File: config.mk
export PLATFORM = sky130hd
export DESIGN_NAME = ac_upsp_bridge
export DESIGN_NICKNAME = d
export VERILOG_FILES = /design/src/rtl/ac_upsp_bridge.sv
export SDC_FILE = /design/constraint.sdc
export NUM_CORES = 1
export LEC_CHECK = 0
export ABC_AREA = 1
export BUFFER_PORTS_ARGS = -buffer_cell sky130_fd_sc_hd__buf_2
export CORE_MARGIN = 4
export CORE_UTILIZATION = 55
export DETAILED_ROUTE_END_ITERATION = 8
export HOLD_SLACK_MARGIN = 0.05
export PLACE_DENSITY = 0.77
export SYNTH_ARGS = -nofsm -noshare
export SYNTH_HDL_FRONTEND = slang
export SYNTH_SLANG_ARGS = --single-unit
File: constraint.sdc
create_clock -name clk -period 2.5 [get_ports clk]
set_input_delay 0.125 -clock clk [delete_from_list [all_inputs] [get_ports clk]]
set_output_delay 0.125 -clock clk [all_outputs]
set_load 0.005 [all_outputs]
File: src/rtl/ac_upsp_bridge.sv
// Access-controller bridge: source reads -> upsampler input stream, upsampler output -> FIFO -> destination.
// Optional output checksum on frame_sum is built when AC_FRAME_SUM_EN is defined.
module ac_upsp_bridge #(
  parameter int unsigned DW         = 24,
  parameter int unsigned SRC_W      = 960,
  parameter int unsigned SRC_H      = 540,
  parameter int unsigned SCALE      = 4,
  parameter int unsigned FIFO_DEPTH = 16
) (
  input  logic          clk,
  input  logic          rst,
  input  logic          start,
  output logic          done,
  output logic          busy,
  output logic          src_ren,
  output logic [31:0]   src_raddr,
  input  logic [DW-1:0] src_rdata,
  input  logic          upsp_ac_rready,
  output logic [DW-1:0] ac_upsp_rdata,
  output logic          ac_upsp_rvalid,
  input  logic [DW-1:0] upsp_ac_wdata,
  input  logic          upsp_ac_wvalid,
  output logic          ac_upsp_wready,
  output logic [DW-1:0] dst_wdata,
  output logic          dst_wvalid,
  input  logic          dst_wready,
  output logic [31:0]   frame_sum
);

  localparam int unsigned NPIX = SRC_W * SRC_H;
  localparam int unsigned NOUT = NPIX * SCALE * SCALE;
  localparam int unsigned AW   = $clog2(FIFO_DEPTH);

  typedef enum logic [1:0] {S_IDLE, S_FEED, S_DRAIN, S_DONE} state_t;

  state_t        state, state_nxt;
  logic [31:0]   issue_cnt, in_cnt, out_cnt;
  logic          rd_pend;
  logic [DW-1:0] skid0, skid1;
  logic [1:0]    skid_occ;
  logic [1:0]    skid_slot;
  logic [DW-1:0] mem [FIFO_DEPTH];
  logic [AW:0]   wp, rp;
  logic          fifo_full, fifo_empty;
  logic          start_frame, in_xfer, push, pop, src_ren_c;

  assign start_frame = (state == S_IDLE) && start;
  assign fifo_empty  = (wp == rp);
  assign fifo_full   = (wp[AW] != rp[AW]) && (wp[AW-1:0] == rp[AW-1:0]);

  assign ac_upsp_rvalid = (skid_occ != 2'd0);
  assign ac_upsp_rdata  = skid0;
  assign in_xfer        = ac_upsp_rvalid && upsp_ac_rready;

  // The entry leaving this cycle frees a slot, which keeps the read path at one pixel per cycle.
  assign src_ren_c = (state == S_FEED) && (issue_cnt < 32'(NPIX)) &&
                     ((3'(skid_occ) + 3'(rd_pend)) < (3'd2 + 3'(in_xfer)));
  assign src_ren   = src_ren_c;
  assign src_raddr = issue_cnt;
  assign skid_slot = skid_occ - 2'(in_xfer);

  assign ac_upsp_wready = !fifo_full && ((state == S_FEED) || (state == S_DRAIN));
  assign push           = upsp_ac_wvalid && ac_upsp_wready;
  assign dst_wvalid     = !fifo_empty;
  assign dst_wdata      = fifo_empty ? '0 : mem[rp[AW-1:0]];
  assign pop            = dst_wvalid && dst_wready;

  assign busy = (state != S_IDLE);
  assign done = (state == S_DONE);

  // State register
  always_ff @(posedge clk) begin
    if (rst) state <= S_IDLE;
    else     state <= state_nxt;
  end

  // Frame sequencing
  always_comb begin
    state_nxt = state;
    case (state)
      S_IDLE:  if (start) state_nxt = S_FEED;
      S_FEED:  if (in_xfer && (in_cnt == 32'(NPIX - 1))) state_nxt = S_DRAIN;
      S_DRAIN: if ((out_cnt == 32'(NOUT)) || (pop && (out_cnt == 32'(NOUT - 1))))
                 state_nxt = S_DONE;
      S_DONE:  state_nxt = S_IDLE;
      default: state_nxt = S_IDLE;
    endcase
  end

  // Counters, skid buffer and FIFO pointers; a new frame starts from a clean slate
  always_ff @(posedge clk) begin
    if (rst || start_frame) begin
      issue_cnt <= '0;
      in_cnt    <= '0;
      out_cnt   <= '0;
      rd_pend   <= 1'b0;
      skid_occ  <= '0;
      skid0     <= '0;
      skid1     <= '0;
      wp        <= '0;
      rp        <= '0;
    end else begin
      rd_pend  <= src_ren_c;
      skid_occ <= skid_occ + 2'(rd_pend) - 2'(in_xfer);
      if (src_ren_c) issue_cnt <= issue_cnt + 32'd1;
      if (in_xfer) begin
        in_cnt <= in_cnt + 32'd1;
        skid0  <= skid1;
      end
      // Returning read data lands behind whatever is still queued
      if (rd_pend) begin
        if (skid_slot == 2'd0) skid0 <= src_rdata;
        else                   skid1 <= src_rdata;
      end
      if (push) wp <= wp + (AW+1)'(1);
      if (pop) begin
        rp      <= rp + (AW+1)'(1);
        out_cnt <= out_cnt + 32'd1;
      end
    end
  end

  // FIFO storage
  always_ff @(posedge clk) begin
    if (push) mem[wp[AW-1:0]] <= upsp_ac_wdata;
  end

`ifdef AC_FRAME_SUM_EN
  logic [31:0] sum_q;

  // Checksum of every pixel leaving the block, held until the next start
  always_ff @(posedge clk) begin
    if (rst || start_frame) sum_q <= '0;
    else if (pop)           sum_q <= sum_q + 32'(dst_wdata);
  end

  assign frame_sum = sum_q;
`else
  assign frame_sum = '0;
`endif

endmodule
==> flow_summary.yaml, run 1 <==
status:
  status: "complete, no violations"
synth:
  ys_seq_area_share_pct: 62.0
  synth_top_area_cell: "edfxtp_1"
  synth_cell_types: 45
  yosysWarnings: 0
  syn_avg_cell_area_um2: 9.71
  synth_area_leaders: "edfxtp_1 (48%), dfxtp_1 (14%), nand2_1 (5.8%), inv_1 (5.3%), o21ai_0 (4.7%)"
  ys_ff_latch: 547
  synthCells: 2457
  synth_top_area_share_pct: 48.3
  netlist_area_mm2: 0.0239
die:
  io_pins: 172
  dieArea_mm2: 0.0468
  die_h_um: 216
  die-width_um: 216
  fp.coreArea_mm2: 0.0430
  start_util_pct: 55.5
  rows: 76
critical_path:
  max_stage_delay_ns: 0.55
  crit_fanout: 48
  path_buf_inv: 2
  cpMaxStageDelayCell: "buf_4"
  cp_data_required_time_ns: 2.38
  crit_arrival_ns: 2.30
  cp-start-kind: "register"
  critical_path_class: "reg2out"
  crit_chain: "buf_4 -> nand3_1 -> a21oi_1 -> a211oi_4 -> buf_2"
  crit_family: "buffers and inverters"
  setup.worst_path.end_class: "primary output"
clocking:
  cts_htree_levels: 2
  numCtsBuffers: 55
  clock_latency_ns: 0.63
  cts.sinks: 547
  cts_tree: "yes"
  cts.path.max_buffers: 3
  clk_root_buffer_cell: "clkbuf_16"
  clk_pin_slew_ns: 0.06
final_layout:
  design_area_mm2: 0.0282
  layout-drive-gt1-share_pct: 13.4
  seq_area_mm2: 0.0148
  syn_to_final_growth_pct: 18.3
  multi_input_area_mm2: 0.00740
  num-fill-cells: 3280
  antenna_cells: 0
  final_nets: 2722
worst_hold_path:
  hold_class: "in2reg"
placement:
  place_area_mm2: 0.0254
  gp_congestion: 0.904
  dp_hpwl_mm: 34.4
  pre_cts_ws_ns: 0.204
  portBuffers: 139
global_route:
  overflow: 0
  grt_pass1_wl_mm: 90.8
  grt_pass1_vias: 17800
  gr-usage-all-layers_pct: 23.8
  grt_max_degree: 89
  antenna_found_initial: 1
power:
  power.density_mw_per_mm2: 852
  irDropWorstVdd_mv: 0.684
  leakage_nw: 10.4
route:
  drt_iter0_markers: 1849
  drc: 0
  routed_wl_mm: 57.7
  vias: 18200
  detail-route-antenna-nets: 0
  first_pass_iters: 6
  drt-wirelength-per-cell_um: 17.6
  vias_per_cell: 5.53
sta:
  min_period_ns: 2.43
  fmax_mhz: 412
  worst_clock_skew_ns: 0.0481
  whs_ns: 0.0818
  rsz0062_at_grt: "yes"
  hold_viol: 0
  tightest_slew_ns: 0.663
  final_max_slew_viol_count: 0
  period_share_pct: 97.1
  fin_ws_ns: 0.0735
  setup_viol: 0
  max_slew_margin_pct: 55.8
run:
  drv_cap: 0
==> synthesized netlist by cell type, drive strengths merged <==
library cell,count
nand3b,3
a21oi,224
nor3,33
a211oi,25
xnor2,4
nor2,236
xor2,22
a31oi,10
or2,1
nand2,374
dfxtp,163
buf,91
nor3b,2
o21a,1
clkinv,1
o21bai,1
o211ai,58
nand3,124
nor4,2
edfxtp,384
nand4,21
o21ai,226
and3,2
conb,1
o22ai,14
ha,18
clkbuf,60
inv,341
a311oi,15
==> per-stage QoR <==
step           instances  power, mW  utilization, %  TNS (ns)
6_report            3280       24.1            65.7         0
5_1_grt             3280       25.1            65.7   -0.0466
4_1_cts             3267       23.6            64.9   -0.0860
3_5_place_dp        3108       15.1            59.1         0
3_3_place_gp        3108       15.0            59.1         0
2_1_floorplan       2488       13.5               -    -43.41
==> what timing repair did <==
item,CTS,global route
setup buffers,5,9
hold buffers,52,0
endpoints found under the hold margin,463,0
resized for setup,12,43
cloned,0,4
pin swaps,0,6
setup endpoints to repair,25,24
==> kinds of logic (layout without fill, tap and decap cells) <==
group	count (synthesis)	after routing	synth area share [%]
DFF	547	547	62.0
AOI/OAI and AO/OA	574	574	13.3
buffers and inverters	493	700	8.62
and+or+nand+nor	798	798	14.1
adders and majority gates	18	18	0.944
xor gates and xnor gates	26	26	0.954
other	1	32	0.0157
==> worst min-delay path, cell delays in order <==
cell,delay [ns]
buf_2,0.12
a21oi_4,0.07
buf_12,0.19
nand2_1,0.10
a21oi_1,0.03
==> placed cells by master (no fill, tap or decap), drive strengths merged, types with 3 or more instances in the layout <==
| cell type | Yosys | routed |
|---|---|---|
| o21ai | 226 | 226 |
| nand3 | 124 | 124 |
| clkbuf | 60 | 70 |
| xnor2 | 4 | 4 |
| xor2 | 22 | 22 |
| o22ai | 14 | 14 |
| a311oi | 15 | 15 |
| clkinv | 1 | 24 |
| nand2 | 374 | 374 |
| dlygate4sd3 | 0 | 52 |
| o211ai | 58 | 58 |
| a31oi | 10 | 10 |
| nand3b | 3 | 3 |
| ha | 18 | 18 |
| conb | 1 | 32 |
| dfxtp | 163 | 163 |
| bufinv | 0 | 6 |
| nor3 | 33 | 33 |
| nand4 | 21 | 21 |
| nor2 | 236 | 236 |
| a211oi | 25 | 25 |
| a21oi | 224 | 224 |
| clkinvlp | 0 | 3 |
| inv | 341 | 344 |
| buf | 91 | 201 |
| edfxtp | 384 | 384 |
==> registers in the layout, summed over array words and instances, names as in the netlist, named ones only <==
name and count:
state 2, rp 5, in_cnt 32, skid1 24, skid_occ 2, rd_pend 1, mem 384, src_raddr 32
ac_upsp_rdata 24, wp 5, out_cnt 32
==> report_power, final <==
group          switching (mW)  internal [mW]
registers               0.179           10.0
logic                    3.52           2.01
clock network            3.50           4.83
total                    7.20           16.9
==> worst paths after layout <==
check / startpoint / endpoint / slack (ns) / depth (start not counted)
worst max-delay path: register / dst_wdata[18] / 0.07 / 5
worst min-delay path: start / src_raddr[2]$_SDFFE_PP0P_ / 0.08 / 5
worst max register to register: state[1]$_SDFFE_PP0P_ / mem[10][7]$_DFFE_PP_ / 0.20 / 9
worst min register to register: src_raddr[31]$_SDFFE_PP0P_ / src_raddr[31]$_SDFFE_PP0P_ / 0.46 / 2
==> metal layers <==
metal | track usage (%) | wire length [µm] | vias to the layer above
li1 | - | - | 8643
met1 | 30.9 | 23100 | 8578
met2 | 40.4 | 28200 | 779
met3 | 3.74 | 4380 | 150
met4 | 9.67 | 1990 | 2
met5 | 0 | 7 | -
==> final cells by class <==
class                   count  share of cell area, %
clock buffers              67                   5.23
clock inverters            35                   1.27
inverters                 342                   4.59
multi-input cells        1448                   26.2
flip-flops and latches    547                   52.4
well taps                 585                   2.59
repair buffers            256                   7.69
(Power assumes the default switching activity.)
==> run 2, diff against run 1 <==
--- a/config.mk
+++ b/config.mk
@@ -12,6 +12,7 @@
 export DETAILED_ROUTE_END_ITERATION = 8
 export HOLD_SLACK_MARGIN = 0.05
 export PLACE_DENSITY = 0.77
+export RECOVER_POWER = 100
 export SYNTH_ARGS = -nofsm -noshare
 export SYNTH_HDL_FRONTEND = slang
 export SYNTH_SLANG_ARGS = --single-unit
==> run 2 against run 1 <==
Against the previous run:
- cell count is the same
- critical path type unchanged
- count of clock-buffer cells in the layout is the same
- sequential share of layout area grew 0.58 points
- clock power is essentially flat
- largest cell class unchanged
- flip-flop and latch count is the same
- non-clock buffer count is the same
- highest routed layer unchanged
- global-route usage is the same
- critical endpoint unchanged
- hold slack lost 0.012 ns
==> flow_summary.yaml, run 2 (synthesis results as in run 1) <==
critical_path:
  cp_data_required_time_ns: 2.38
  cpMaxStageDelayCell: "buf_4"
  setup.worst_path.end_class: "primary output"
  reg2reg_depth: 9
  crit_chain: "buf_4 -> nand3_1 -> a21oi_1 -> a211oi_4 -> clkbuf_1"
  crit_arrival_ns: 2.30
  r2r_end: "mem[9][11]$_DFFE_PP_"
  cp-start-kind: "register"
  reg2reg_setup_slack_ns: 0.19
  crit_fanout: 48
  path_buf_inv: 2
  critical_path_class: "reg2out"
  r2r_start: "state[1]$_SDFFE_PP0P_"
  crit_family: "buffers and inverters"
  max_stage_delay_ns: 0.55
placement:
  dp_hpwl_mm: 34.4
  place_area_mm2: 0.0254
  portBuffers: 139
  gp_congestion: 0.904
final_layout:
  antenna_cells: 0
  finalCoreUtilization_pct: 65.0
  layout-drive-gt1-share_pct: 10.4
  final_nets: 2722
  final_common_cell: "edfxtp_1"
  most-common-layout-cells: "edfxtp_1 (384), nand2_1 (370), inv_1 (335)"
  syn_to_final_growth_pct: 17.1
  design_area_mm2: 0.0279
  largest_reg_flops: 384
route:
  drt_iter0_markers: 1798
  first_pass_iters: 5
  vias_per_cell: 5.54
  detail-route-antenna-nets: 0
  drc: 0
  routed_wl_mm: 57.8
  drt-wirelength-per-cell_um: 17.6
  vias: 18200
sta:
  min_period_ns: 2.42
  final_max_slew_viol_count: 0
  hold_viol: 0
  tightest_slew_ns: 0.930
  fmax_mhz: 413
  max_slew_margin_pct: 38.0
  worst_clock_skew_ns: 0.0503
  rsz0062_at_grt: "yes"
  setup_viol: 0
  period_share_pct: 96.9
  setup_tns_ns: 0
global_route:
  grt_pass1_wl_mm: 90.8
  overflow: 0
  grt_max_degree: 89
  grt_pass1_vias: 17800
  antenna_found_initial: 1
  gr-usage-all-layers_pct: 23.8
worst_hold_path:
  hold_class: "in2reg"
  min_to: "state[0]$_SDFFE_PP0P_"
  worstHoldPathCells: 7
  min_from: "start"
die:
  io_pins: 172
  die_h_um: 216
  fp.coreArea_mm2: 0.0430
  rows: 76
  start_util_pct: 55.5
  die-width_um: 216
  dieArea_mm2: 0.0468
power:
  power.density_mw_per_mm2: 858
  leakage_nw: 10.0
  irDropWorstVdd_mv: 0.689
  p_total_mw: 24.0
clocking:
  clk_pin_slew_ns: 0.06
  clock_latency_ns: 0.64
  cts.sinks: 547
  clk_root_buffer_cell: "clkbuf_16"
  cts_tree: "yes"
  cts_htree_levels: 2
  numCtsBuffers: 55
  cts.path.max_buffers: 3
run:
  drv_cap: 0
status:
  status: "complete, no violations"
-- run 2: cell count changes in the layout (fill, tap and decap cells not counted), sizes merged --
cell,before,now
buf,201,120
clkbuf,70,151
-- run 2: how the worst max path moves through the flow --
stage / start / end / slack [ns] / cells after the start
final: register / dst_wdata[18] / 0.08 / 5
after global routing: register / dst_wdata[10] / -0.02 / 9
after CTS: register / dst_wdata[5] / -0.03 / 8
after detailed placement: wp[3]$_SDFFE_PP0P_ / mem[10][8]$_DFFE_PP_ / 0.20 / 12
after global placement: wp[3]$_SDFFE_PP0P_ / mem[10][8]$_DFFE_PP_ / 0.27 / 12
after floorplan: rp[4]$_SDFFE_PP0P_ / mem[11][0]$_DFFE_PP_ / -0.14 / 8
-- run 2: area by class of cell --
cell class                      count  area [µm²]
Fill cell                        3354       15100
Sequential cell                   547       14800
Clock buffer                       67        1480
Timing Repair Buffer              256        1930
Inverter                          342        1290
Clock inverter                     35         358
Multi-Input combinational cell   1448        7330
Tap cell                          585         732
-- run 2: per-stage QoR --
stage | hold WS [ns] | setup WS (ns) | instances
after floorplan | 0.224 | -0.141 | 2488
after global placement | 0.387 | 0.274 | 3108
after detailed placement | 0.407 | 0.204 | 3108
after CTS | 0.0648 | -0.0321 | 3267
after global routing | 0.102 | -0.0243 | 3280
final | 0.0697 | 0.0764 | 3280
-- run 2: worst min-delay path, cell delays in order --
cell,delay [ns]
buf_2,0.09
nor2_1,0.05
inv_1,0.04
nand2_1,0.04
nor2_1,0.13
nor2_1,0.05
nor2_1,0.09
-- run 2: where the power goes --
part           total, mW  internal [mW]  switching, mW
sequential          10.2           10.0          0.180
combinational       5.42           1.92           3.50
clock               8.33           4.83           3.50
total               24.0           16.8           7.18
-- run 2: per-layer routing --
layer	wire (µm)	vias up	global-route usage [%]
li1	-	8641	-
met1	22900	8601	30.9
met2	28300	785	40.4
met3	4560	148	3.74
met4	2000	2	9.67
met5	7	-	0
-- run 2: repair_timing --
action | 4_1_cts | 5_1_grt
setup endpoints to repair | 25 | 24
buffers inserted | 5 | 9
gates resized for setup | 12 | 43
pin swaps | 0 | 6
gates cloned | 0 | 4
hold buffers | 52 | 0
hold endpoints to repair | 463 | 0
